## src/rtl/wavegen_pkg.sv

```systemverilog
// rtl/wavegen_pkg.sv - shared types and constants for the SPI waveform command receiver
package wavegen_pkg;

  localparam int         FRAME_BITS = 24;
  localparam logic [4:0] FRAME_CNT  = 5'(FRAME_BITS);
  localparam logic [3:0] RB_MARKER  = 4'hA;
  localparam logic [3:0] SEL_RESET  = 4'b0100;
  localparam logic [15:0] STEP_RESET = 16'h0100;

  typedef enum logic [3:0] {
    OP_NOP      = 4'h0,
    OP_SET_SEL  = 4'h1,
    OP_SET_STEP = 4'h2,
    OP_DEFAULTS = 4'hF
  } opcode_e;

  typedef enum logic [1:0] {
    ST_IDLE,
    ST_SHIFT,
    ST_COMMIT
  } state_e;

endpackage

```

## src/rtl/sync2.sv

```systemverilog
// rtl/sync2.sv - two-flop synchronizer with a parameterized reset value
module sync2 #(
  parameter logic RST_VAL = 1'b0
) (
  input  logic clk,
  input  logic rst_n,
  input  logic d,
  output logic q
);

  logic meta;

  always_ff @(posedge clk or negedge rst_n) begin
    if (!rst_n) begin
      meta <= RST_VAL;
      q    <= RST_VAL;
    end else begin
      meta <= d;
      q    <= meta;
    end
  end

endmodule

```

## src/rtl/spi_wave_cmd_rx.sv

```systemverilog
// rtl/spi_wave_cmd_rx.sv - SPI mode-0 command receiver driving waveform selector and step
// SPI_READBACK_EN: shift {A, selector, freq_step} out on miso during each frame.
module spi_wave_cmd_rx
  import wavegen_pkg::*;
(
  input  logic        clk,
  input  logic        rst_n,
  input  logic        sclk,
  input  logic        cs_n,
  input  logic        mosi,
  output logic        miso,
  output logic [3:0]  selector,
  output logic [15:0] freq_step,
  output logic        cfg_valid,
  output logic [3:0]  err_cnt
);

  logic sclk_s, cs_s, mosi_s;

  sync2 #(.RST_VAL(1'b0)) u_sync_sclk (.clk(clk), .rst_n(rst_n), .d(sclk), .q(sclk_s));
  sync2 #(.RST_VAL(1'b1)) u_sync_cs   (.clk(clk), .rst_n(rst_n), .d(cs_n), .q(cs_s));
  sync2 #(.RST_VAL(1'b0)) u_sync_mosi (.clk(clk), .rst_n(rst_n), .d(mosi), .q(mosi_s));

  logic       sclk_d, cs_d, armed;
  logic [1:0] settle;
  logic       sclk_rise, cs_fall, cs_rise;

  // armed needs a genuine cs_n high seen after the synchronizers flush, so a
  // frame already running when reset releases is never picked up mid-way.
  always_ff @(posedge clk or negedge rst_n) begin
    if (!rst_n) begin
      sclk_d <= 1'b0;
      cs_d   <= 1'b1;
      settle <= 2'b00;
      armed  <= 1'b0;
    end else begin
      sclk_d <= sclk_s;
      cs_d   <= cs_s;
      settle <= {settle[0], 1'b1};
      armed  <= armed | (settle[1] & cs_s);
    end
  end

  assign sclk_rise = sclk_s & ~sclk_d;
  assign cs_fall   = ~cs_s & cs_d;
  assign cs_rise   = cs_s & ~cs_d;

  state_e      state;
  logic [4:0]  bit_cnt, cnt_next;
  logic [23:0] rx_sr, rx_next;
  logic [3:0]  err_inc;

  // A sclk edge landing with the cs_n rise is folded in before decoding.
  always_comb begin
    cnt_next = bit_cnt;
    rx_next  = rx_sr;
    if (sclk_rise) begin
      rx_next = {rx_sr[22:0], mosi_s};
      if (bit_cnt != 5'd31) cnt_next = bit_cnt + 5'd1;
    end
  end

  assign err_inc = (err_cnt == 4'hF) ? err_cnt : err_cnt + 4'd1;

  // Decode happens on entry to COMMIT so the committed values and cfg_valid
  // are all visible during the COMMIT cycle itself.
  always_ff @(posedge clk or negedge rst_n) begin
    if (!rst_n) begin
      state     <= ST_IDLE;
      bit_cnt   <= 5'd0;
      rx_sr     <= 24'd0;
      selector  <= SEL_RESET;
      freq_step <= STEP_RESET;
      cfg_valid <= 1'b0;
      err_cnt   <= 4'd0;
    end else begin
      cfg_valid <= 1'b0;
      case (state)
        ST_IDLE: begin
          if (armed && cs_fall) begin
            bit_cnt <= 5'd0;
            state   <= ST_SHIFT;
          end
        end
        ST_SHIFT: begin
          bit_cnt <= cnt_next;
          rx_sr   <= rx_next;
          if (cs_rise) begin
            state <= ST_COMMIT;
            if (cnt_next != FRAME_CNT) begin
              err_cnt <= err_inc;
            end else begin
              case (opcode_e'(rx_next[23:20]))
                OP_NOP: ;
                OP_SET_SEL: begin
                  selector  <= rx_next[3:0];
                  cfg_valid <= 1'b1;
                end
                OP_SET_STEP: begin
                  freq_step <= rx_next[15:0];
                  cfg_valid <= 1'b1;
                end
                OP_DEFAULTS: begin
                  selector  <= SEL_RESET;
                  freq_step <= STEP_RESET;
                  cfg_valid <= 1'b1;
                end
                default: err_cnt <= err_inc;
              endcase
            end
          end
        end
        ST_COMMIT: state <= ST_IDLE;
        default:   state <= ST_IDLE;
      endcase
    end
  end

`ifdef SPI_READBACK_EN
  logic [23:0] tx_sr;
  logic        sclk_fall;

  assign sclk_fall = ~sclk_s & sclk_d;

  always_ff @(posedge clk or negedge rst_n) begin
    if (!rst_n) begin
      tx_sr <= 24'd0;
    end else if (state == ST_IDLE && armed && cs_fall) begin
      tx_sr <= {RB_MARKER, selector, freq_step};
    end else if (state == ST_SHIFT && sclk_fall) begin
      tx_sr <= {tx_sr[22:0], 1'b0};
    end
  end

  assign miso = tx_sr[23];
`else
  assign miso = 1'b0;
`endif

endmodule

```

## config.mk

```make
export PLATFORM = sky130hd
export DESIGN_NAME = spi_wave_cmd_rx
export DESIGN_NICKNAME = d
export VERILOG_FILES = /design/src/rtl/wavegen_pkg.sv /design/src/rtl/sync2.sv /design/src/rtl/spi_wave_cmd_rx.sv
export SDC_FILE = /design/constraint.sdc
export NUM_CORES = 1
export LEC_CHECK = 0
export ABC_AREA = 1
export CAP_MARGIN = 10
export CORE_MARGIN = 2
export CORE_UTILIZATION = 40
export DETAILED_ROUTE_END_ITERATION = 6
export PLACE_DENSITY_LB_ADDON = 0.05
export RECOVER_POWER = 50
export SYNTH_ARGS = -nofsm -noshare
export SYNTH_HDL_FRONTEND = slang
export SYNTH_SLANG_ARGS = --single-unit
```

## constraint.sdc

```tcl
create_clock -name clk -period 5.05 [get_ports clk]
set_input_delay 1.01 -clock clk [delete_from_list [all_inputs] [get_ports clk]]
set_output_delay 1.01 -clock clk [all_outputs]
set_load 0.02 [all_outputs]
```

==> impl_metrics.csv, run 1 <==
group,metric,value,unit
die,initial_utilization,0.414,
hold_path,holdPathStages,0,
pwr,power.share.clock,0.298,
logic_synthesis,synth_seq_cells,67,
pwr,irDropWorstVdd,0.000173,V
grt,antenna_found_initial,0,
pwr,p_switching,0.585,mW
sta,finalSetupViolCount,0,
drt,drtIter0Drc,112,
logic_synthesis,synth_top_area_cell,"dfrtp_1",
clock_network,tritoncts,"done",
die,die_w,93.4,microns
logic_synthesis,yosysSeqAreaShare,0.527,
hold_path,hp-start,"settle[0]",
sta,finalCritPeriodShare,0.575,
logic_synthesis,synthTopCellsByArea,"dfrtp_1 (49%), nand2_1 (15%), o21ai_0 (5.8%)",
clock_network,insertion_delay,340,ps
logic_synthesis,ys_warn_count,0,
drt,vias_per_cell,4.87,
drt,vias,2500,
run,maxCapViolCount,2,
drt,routed_wl,6480,microns
pwr,leakage,1.85,nW
drt,drc_errors,0,
drt,post_drt_wl_per_cell,12.6,microns
pwr,seqPwrFrac,0.431,
grt,grt_util_all_layers,0.166,
final_layout,final_cell_mix,"nand2_1 (125), dfrtp_1 (62), o21ai_0 (38)",
grt,overflow,0,
sta,max_slew_margin,-0.413,
critical_path,cp-start-kind,"flip-flop",
final_layout,antenna_cells,0,
sta,final-max-slew-violation-count,83,
hold_path,hold_class,"flip-flop to flip-flop",
critical_path,worst-path-max-fanout,41,
die,die_h,93.4,microns
sta,finClkSkew,6.70,ps
clock_network,clk_path_buf_depth,2,
grt,grt_pass1_vias,2294,
placed_design,gp_congestion,0.852,
sta,fin_setup_tns,0,ps
clock_network,cts_num_sinks,67,
die,dieArea,8720,sq um
clock_network,cts_max_level,3,
clock_network,cts-root-buf,"clkbuf_8",
pwr,switching_share,0.350,
critical_path,r2r_end,"freq_step[3]",
clock_network,cts_buffers,9,
drt,detail-route-antenna-nets,0,
logic_synthesis,syn_area,3200,sq um
critical_path,required,5280,ps
final_layout,area_growth,16.6,%
logic_synthesis,synth_top_area_share,0.486,
critical_path,ff2ff_path_depth,9,
logic_synthesis,synth.avg_cell_area,8.39,sq um
logic_synthesis,synthFlopType,"dfrtp_1",
logic_synthesis,netlist_instances,381,
hold_path,whs_endpoint,"settle[1]",
drt,dr.pass1.iters,4,
critical_path,cp-end-kind,"flip-flop",
pwr,p_int,1.09,mW
clock_network,cts_repair_resize_count,0,
final_layout,final_common_cell,"nand2_1",
grt,grt_pass1_wl,11100,microns
logic_synthesis,synth_cell_types,34,
placed_design,dp_hpwl,4460,microns
die,rows,32,
logic_synthesis,synth-edff-count,0,
sta,max_slew.worst_pin.slew,2120,ps
final_layout,fin_util,0.482,
critical_path,r2r-start,"u_sync_sclk.q",
critical_path,crit_arrival,3140,ps
critical_path,criticalPathCategory,"flip-flop to flip-flop",
grt,grt_max_degree,43,
pwr,comb_power_share,0.271,
critical_path,regToRegSetupSlack,2150,ps
logic_synthesis,syn_nets,388,
die,core,7730,sq um
final_layout,fin_nets,413,
clock_network,cts_setup_buffers,0,
placed_design,io_buffers,29,
sta,finalCriticalPeriod,2900,ps
sta,fmax,344,MHz
pwr,cellPowerDensity,449,nW/um^2
run_status,violations,"max-capacitance violations, max-slew violations",
sta,hold_violations,0,
logic_synthesis,async_flop_share,1.00,
clock_network,cts_hold_buf,0,
clock_network,clk_pin_slew_worst_paths,70,ps
run_status,status,"complete, but fails checks",
die,io_pins,31,
sta,rsz0062_at_grt,"false",
final_layout,drive_gt1_frac,0.0925,
## cell usage after synthesis (2+ instances only)
master / number
nand2_1: 124
dfrtp_1: 62
o21ai_0: 37
inv_1: 30
nand3_1: 23
nand4_1: 22
nor2_1: 22
clkbuf_1: 7
buf_4: 6
dfstp_2: 5
nor2_4: 4
a21oi_1: 3
inv_2: 3
nand2_2: 3
nand2_4: 3
buf_2: 2
buf_6: 2
conb_1: 2
ha_1: 2
mux2_2: 2
nand3_2: 2
nor2_2: 2
o22ai_1: 2
## metrics by stage
step	total power [mW]	cell area, sq um	hold slack [ps]	instances	worst slack [ps]
finish	1.67	3730	349	513	2150
global route	1.80	3730	359	513	1710
CTS	1.70	3750	353	513	2550
detailed placement	1.19	3520	336	497	2680
global placement	1.18	3520	332	497	2730
floorplan	1.06	3200	331	381	3380
## final cells by class
class	instances	area [sq um]
multi-input cells	263	1260
clock inverters	6	88.8
flip-flops and latches	67	1680
repair buffers	31	295
inverters	34	130
clock buffers	10	138
fillers	773	4000
well taps	102	128
## cell families after synthesis
logic type / Yosys count / share of synthesized area
buf+inv: 51 / 0.0732
flops: 67 / 0.527
mux: 2 / 0.00705
xor+xnor: 2 / 0.00548
compound gates: 47 / 0.0771
simple gates: 208 / 0.300
fa+ha+maj: 2 / 0.00783
other cells: 2 / 0.00235
## state kept, by name, indices dropped and copies added (netlist names)
register	count
rx_sr	24
freq_step	16
bit_cnt	5
err_cnt	4
selector	4
settle	2
state	2
armed	1
cfg_valid	1
cs_d	1
sclk_d	1
u_sync_cs.meta	1
u_sync_cs.q	1
u_sync_mosi.meta	1
u_sync_mosi.q	1
u_sync_sclk.meta	1
u_sync_sclk.q	1
## critical path, stage by stage, from the launching register on
cell and delay, ps:
dfrtp_1 520, nand2_1 730, o21bai_1 420, inv_1 80, nor2_1 100, nand2_1 90, nor2_4 400, nand3_4 280
nand2_1 120, nand2_1 60
## worst max-delay path by stage
stage	start	endpoint	slack, ps	cells after the start
after floorplan	bit_cnt[0]	freq_step[10]	3380	11
after global placement	u_sync_sclk.q	freq_step[1]	2730	9
after detailed placement	u_sync_sclk.q	freq_step[3]	2680	9
after CTS	freq_step[8]	freq_step[8]	2550	1
after global routing	u_sync_sclk.q	freq_step[7]	1710	9
final	u_sync_sclk.q	freq_step[3]	2150	9
## power groups by stage
stage                     Sequential [mW]  Clock, mW  Combinational (mW)
after floorplan                     0.726          0               0.337
after global placement              0.731          0               0.450
after detailed placement            0.730          0               0.457
after CTS                           0.720      0.516               0.459
after global routing                0.737      0.537               0.526
final                               0.721      0.499               0.453
## layer usage
layer / vias up / track usage / part of all wire
li1: 1283 / - / -
met1: 1164 / 0.226 / 0.50
met4: 0 / 0.0895 / 0.023
met5: - / 0 / 0
met3: 11 / 0.0306 / 0.030
met2: 42 / 0.250 / 0.45
(Power assumes the default switching activity.)
==> run 2, diff against run 1 <==
Clock period 5.05 ns to 2.87 ns, I/O delays scaled along.
==> impl_metrics.csv, run 2 (synthesized netlist as in run 1, its figures left out) <==
group,metric,value,unit
run_status,status,"complete, but fails checks",
run_status,violations,"max-capacitance violations, max-slew violations",
critical_path,cp-end-kind,"flip-flop",
critical_path,crit_slowest_cell,"dfrtp_1",
critical_path,r2r-start,"u_sync_sclk.q",
grt,grtUsageMet2,0.231,
pwr,cellPowerDensity,796,nW/um^2
die,initial_utilization,0.414,
drt,post_drt_wl_per_cell,12.6,microns
grt,grt_pass1_vias,2284,
critical_path,crit_arrival,2470,ps
clock_network,cts_setup_buffers,0,
sta,finalSetupViolCount,0,
hold_path,holdPathStages,0,
clock_network,cts-root-buf,"clkbuf_8",
sta,finalCritPeriodShare,0.763,
sta,max_slew_margin,-0.0893,
critical_path,required,3150,ps
critical_path,crit_path_max_incr_delay,570,ps
grt,antenna_found_initial,0,
critical_path,regToRegSetupSlack,680,ps
clock_network,cts_repair_resize_count,0,
grt,grt_use_met3,0.0467,
pwr,leakage,1.89,nW
placed_design,dp_hpwl,4450,microns
final_layout,top_register,"rx_sr",
drt,routed_wl,6500,microns
clock_network,cts_buffers,9,
final_layout,final_common_cell,"nand2_1",
critical_path,worst-path-max-fanout,41,
drt,vias,2473,
critical_path,cp-start-kind,"flip-flop",
pwr,irDropWorstVdd,0.000396,V
drt,drc_errors,0,
grt,grt_util_all_layers,0.166,
grt,grt.busiest_layer,"met1",
sta,fmax,457,MHz
die,die_w,93.4,microns
hold_path,hold_class,"flip-flop to flip-flop",
clock_network,tritoncts,"done",
sta,hold_violations,0,
clock_network,cts_hold_buf,0,
final_layout,fin_nets,415,
final_layout,fin_cells,515,
grt,overflow,0,
sta,rsz0062_at_grt,"false",
critical_path,r2r_end,"freq_step[9]",
sta,final-max-slew-violation-count,68,
die,io_pins,31,
critical_path,worstPathCellList,"nand2_4, o21bai_1, inv_1, nor2_1, nand2_1, nor2_4, buf_4, nand4_1, nand2_1",
final_layout,antenna_cells,0,
grt,grt_pass1_wl,11200,microns
placed_design,dp_cells,499,
grt,grt_max_degree,68,
drt,dr.pass1.iters,4,
sta,finClkSkew,12.7,ps
critical_path,cpMostUsedCell,"nand2_1",
clock_network,clk_pin_slew_worst_paths,70,ps
final_layout,drive_gt1_frac,0.109,
sta,finalCriticalPeriod,2190,ps
hold_path,whs_endpoint,"u_sync_mosi.q",
placed_design,gp_congestion,0.810,
final_layout,area_growth,18.2,%
critical_path,criticalPathCategory,"flip-flop to flip-flop",
sta,fin_setup_tns,0,ps
clock_network,cts_num_sinks,67,
pwr,finalPower,3.01,mW
critical_path,ff2ff_path_depth,9,
run,maxCapViolCount,1,
die,core,7730,sq um
hold_path,hp-start,"u_sync_mosi.meta",
sta,max_slew.worst_pin.slew,1630,ps
final_layout,largest_registers,"rx_sr: 24 flops, freq_step: 16 flops, bit_cnt: 5 flops",
drt,drtIter0Drc,114,
clock_network,cts_max_level,3,
placed_design,io_buffers,29,
drt,vias_per_cell,4.80,
clock_network,insertion_delay,350,ps
die,dieArea,8720,sq um
final_layout,final_cell_mix,"nand2_1 (124), dfrtp_1 (62), o21ai_0 (37)",
die,rows,32,
final_layout,largest_reg_flops,24,
grt,use_met1,0.241,
die,die_h,93.4,microns
clock_network,clk_path_buf_depth,2,
drt,detail-route-antenna-nets,0,
run 2: cell types whose count changed in the layout (fill, tap and decap cells not counted), sizes merged:
cell / change
clkbuf: +2
clkinvlp: -1
clkinv: -3
buf: +3
inv: +1
run 2: metrics by stage:
| stage | setup WS [ps] | cell area (sq um) | utilization | hold WS (ps) |
|---|---|---|---|---|
| finish | 680 | 3780 | 0.489 | 344 |
| global route | 432 | 3780 | 0.489 | 358 |
| CTS | 716 | 3790 | 0.491 | 246 |
| detailed placement | 754 | 3550 | 0.459 | 335 |
| global placement | 827 | 3550 | 0.459 | 333 |
| floorplan | 1200 | 3200 | - | 278 |
run 2: how the worst max path moves through the flow:
| stage | from | depth (start not counted) | slack, ps | endpoint |
|---|---|---|---|---|
| after floorplan | bit_cnt[0] | 11 | 1200 | freq_step[10] |
| after global placement | u_sync_sclk.q | 9 | 830 | freq_step[7] |
| after detailed placement | u_sync_sclk.q | 9 | 750 | freq_step[7] |
| after CTS | u_sync_sclk.q | 9 | 720 | freq_step[7] |
| after global routing | u_sync_sclk.q | 9 | 430 | freq_step[6] |
| final | u_sync_sclk.q | 9 | 680 | freq_step[9] |
run 2: final cells by class:
cell class / instances / area (sq um)
clock inverter: 3 / 67.6
tap: 102 / 128
fill: 752 / 3950
multi-input combinational: 263 / 1280
timing repair buffer: 33 / 313
sequential: 67 / 1680
clock buffer: 13 / 179
inverter: 34 / 130
run 2: routing by layer:
metal,part of all wire,vias to the layer above
met4,0.018,0
met5,0,-
met2,0.44,28
met1,0.51,1143
li1,-,1289
met3,0.036,13
run 2: power breakdown:
group | internal, mW | switching, mW | total [mW] | leakage, nW
Sequential | 1.12 | 0.150 | 1.27 | 0.870
Clock | 0.584 | 0.353 | 0.938 | 0.122
Combinational | 0.281 | 0.515 | 0.796 | 0.900
Total | 1.99 | 1.02 | 3.01 | 1.89
run 2: critical path: cells and delay by family (launching register included):
kind / cells / cell delay, ps
flip-flops: 1 / 570
buffers and inverters: 2 / 330
AO/OA/AOI/OAI: 1 / 280
AND/OR/NAND/NOR: 6 / 930
==> run 3, diff against run 2 <==
Clock period 2.87 ns to 1.8 ns, I/O delays scaled along.
==> impl_metrics.csv, run 3 (synthesized netlist as in run 1, its figures left out) <==
group,metric,value,unit
grt,overflow,0,
critical_path,required,2030,ps
grt,grt_util_all_layers,0.177,
clock_network,clk_pin_slew_worst_paths,80,ps
drt,detail-route-antenna-nets,0,
drt,post_drt_wl_per_cell,13.1,microns
run_status,status,"complete, but fails checks",
critical_path,cp-start-kind,"flip-flop",
run_status,violations,"negative setup slack",
final_layout,seqCellArea,1680,sq um
clock_network,cts_num_sinks,67,
die,rows,32,
drt,vias,2612,
drt,vias_per_cell,4.86,
die,initial_utilization,0.414,
sta,fin_setup_tns,-8.01,ps
placed_design,io_buffers,29,
grt,grt_pass1_wl,11900,microns
critical_path,crit_slowest_cell,"dfrtp_1",
sta,final-max-slew-violation-count,0,
final_layout,largest_registers,"rx_sr: 24 flops, freq_step: 16 flops, bit_cnt: 5 flops",
clock_network,clk_path_buf_depth,2,
sta,finalSetupViolCount,3,
sta,finalCritPeriodShare,1.00,
sta,fmax,554,MHz
placed_design,dp_cells,514,
clock_network,insertion_delay,340,ps
clock_network,tritoncts,"done",
critical_path,crit_path_max_incr_delay,430,ps
critical_path,critPathLaunch,"bit_cnt[1]",
clock_network,cts-root-buf,"clkbuf_8",
hold_path,hold_class,"flip-flop to flip-flop",
sta,max_slew_margin,0.0357,
sta,max_slew.worst_pin.slew,1450,ps
pwr,leakage,2.03,nW
final_layout,final_common_cell,"nand2_1",
final_layout,fin_cells,538,
final_layout,fin_nets,438,
pwr,irDropWorstVdd,0.000556,V
sta,finClkSkew,11.3,ps
critical_path,r2r-start,"bit_cnt[1]",
final_layout,top_register,"rx_sr",
grt,grt_max_degree,68,
sta,worst_slack,-4.81,ps
critical_path,worst-path-max-fanout,8,
grt,grt_pass1_vias,2457,
drt,drc_errors,0,
grt,antenna_found_initial,0,
critical_path,r2r_end,"freq_step[13]",
pwr,cellPowerDensity,1190,nW/um^2
clock_network,cts_hold_buf,0,
critical_path,worstSetupEndpoint,"freq_step[13]",
drt,drtIter0Drc,163,
die,die_h,93.4,microns
sta,rsz0062_at_grt,"true",
final_layout,final_cell_mix,"nand2_1 (116), dfrtp_1 (61), o21ai_0 (37)",
die,core,7730,sq um
run,maxCapViolCount,0,
sta,hold_violations,0,
die,dieArea,8720,sq um
placed_design,dp_hpwl,4740,microns
final_layout,drive_gt1_frac,0.193,
critical_path,ff2ff_path_depth,11,
sta,finalCriticalPeriod,1800,ps
clock_network,cts_max_level,3,
clock_network,cts_buffers,9,
die,io_pins,31,
critical_path,worstPathCellList,"ha_4, nand4_1, buf_4, nand3_4, nand2_2, nand2_2, nor2_4, buf_12, nand3_4, nand2_1, nand2_1",
die,die_w,93.4,microns
final_layout,largest_reg_flops,24,
critical_path,cp-end-kind,"flip-flop",
final_layout,nFillCells,715,
critical_path,regToRegSetupSlack,-5,ps
final_layout,multi_input_area,1360,sq um
critical_path,crit_arrival,2030,ps
final_layout,area_growth,26.4,%
final_layout,antenna_cells,0,
placed_design,gp_congestion,0.872,
drt,routed_wl,7030,microns
drt,dr.pass1.iters,4,
critical_path,criticalPathCategory,"flip-flop to flip-flop",
[run 3: critical path: cells and delay by family, from the launching register on]
kind,cells,cell delay [ps]
flip-flops,1,430
buffers and inverters,2,300
adder cells (fa/ha/maj),1,200
AND/OR/NAND/NOR,8,760
[run 3: per-stage QoR]
| stage | worst slack (ps) | instance area (sq um) | util | power [mW] | hold slack (ps) |
|---|---|---|---|---|---|
| floorplan | 127 | 3200 | - | 2.98 | 64.4 |
| global placement | 0.630 | 3670 | 0.475 | 3.43 | 331 |
| detailed placement | -98.5 | 3670 | 0.475 | 3.46 | 336 |
| CTS | -27.5 | 3940 | 0.509 | 4.76 | 30.8 |
| global route | -114 | 4040 | 0.523 | 5.19 | 356 |
| finish | -4.81 | 4040 | 0.523 | 4.81 | 349 |
[run 3: layer usage]
| metal | wire [microns] | track usage | vias up |
|---|---|---|---|
| met2 | 3190 | 0.261 | 46 |
| li1 | - | - | 1334 |
| met4 | 60 | 0.0650 | 0 |
| met5 | 0 | 0 | - |
| met3 | 235 | 0.0419 | 6 |
| met1 | 3540 | 0.255 | 1226 |
[run 3: how the worst min path moves through the flow]
stage	startpoint	end	slack [ps]	depth (start not counted)
5_1_grt	u_sync_mosi.meta	u_sync_mosi.q	360	0
2_1_floorplan	rst_n	armed	60	0
4_1_cts	rst_n	u_sync_sclk.q	30	2
6_report	u_sync_mosi.meta	u_sync_mosi.q	350	0
3_5_place_dp	u_sync_mosi.meta	u_sync_mosi.q	340	0
3_3_place_gp	settle[0]	settle[1]	330	0
[run 3: report_power, final]
part / switching (mW) / internal [mW] / leakage [nW]
registers: 0.244 / 1.79 / 0.870
clock network: 0.572 / 0.677 / 0.0926
logic: 0.924 / 0.604 / 1.07
total: 1.74 / 3.07 / 2.03
[run 3: repair_timing]
item	CTS	global route
gates cloned	1	1
pin swaps	5	11
setup endpoints to repair	21	27
gates resized for setup	6	21
buffers inserted	4	2
[run 3: area by class of cell]
| cell class | count | share of cell area |
|---|---|---|
| well taps | 102 | 0.0316 |
| flip-flops and latches | 67 | 0.417 |
| multi-input cells | 264 | 0.337 |
| clock inverters | 4 | 0.0124 |
| repair buffers | 55 | 0.133 |
| inverters | 34 | 0.0331 |
| clock buffers | 12 | 0.0359 |
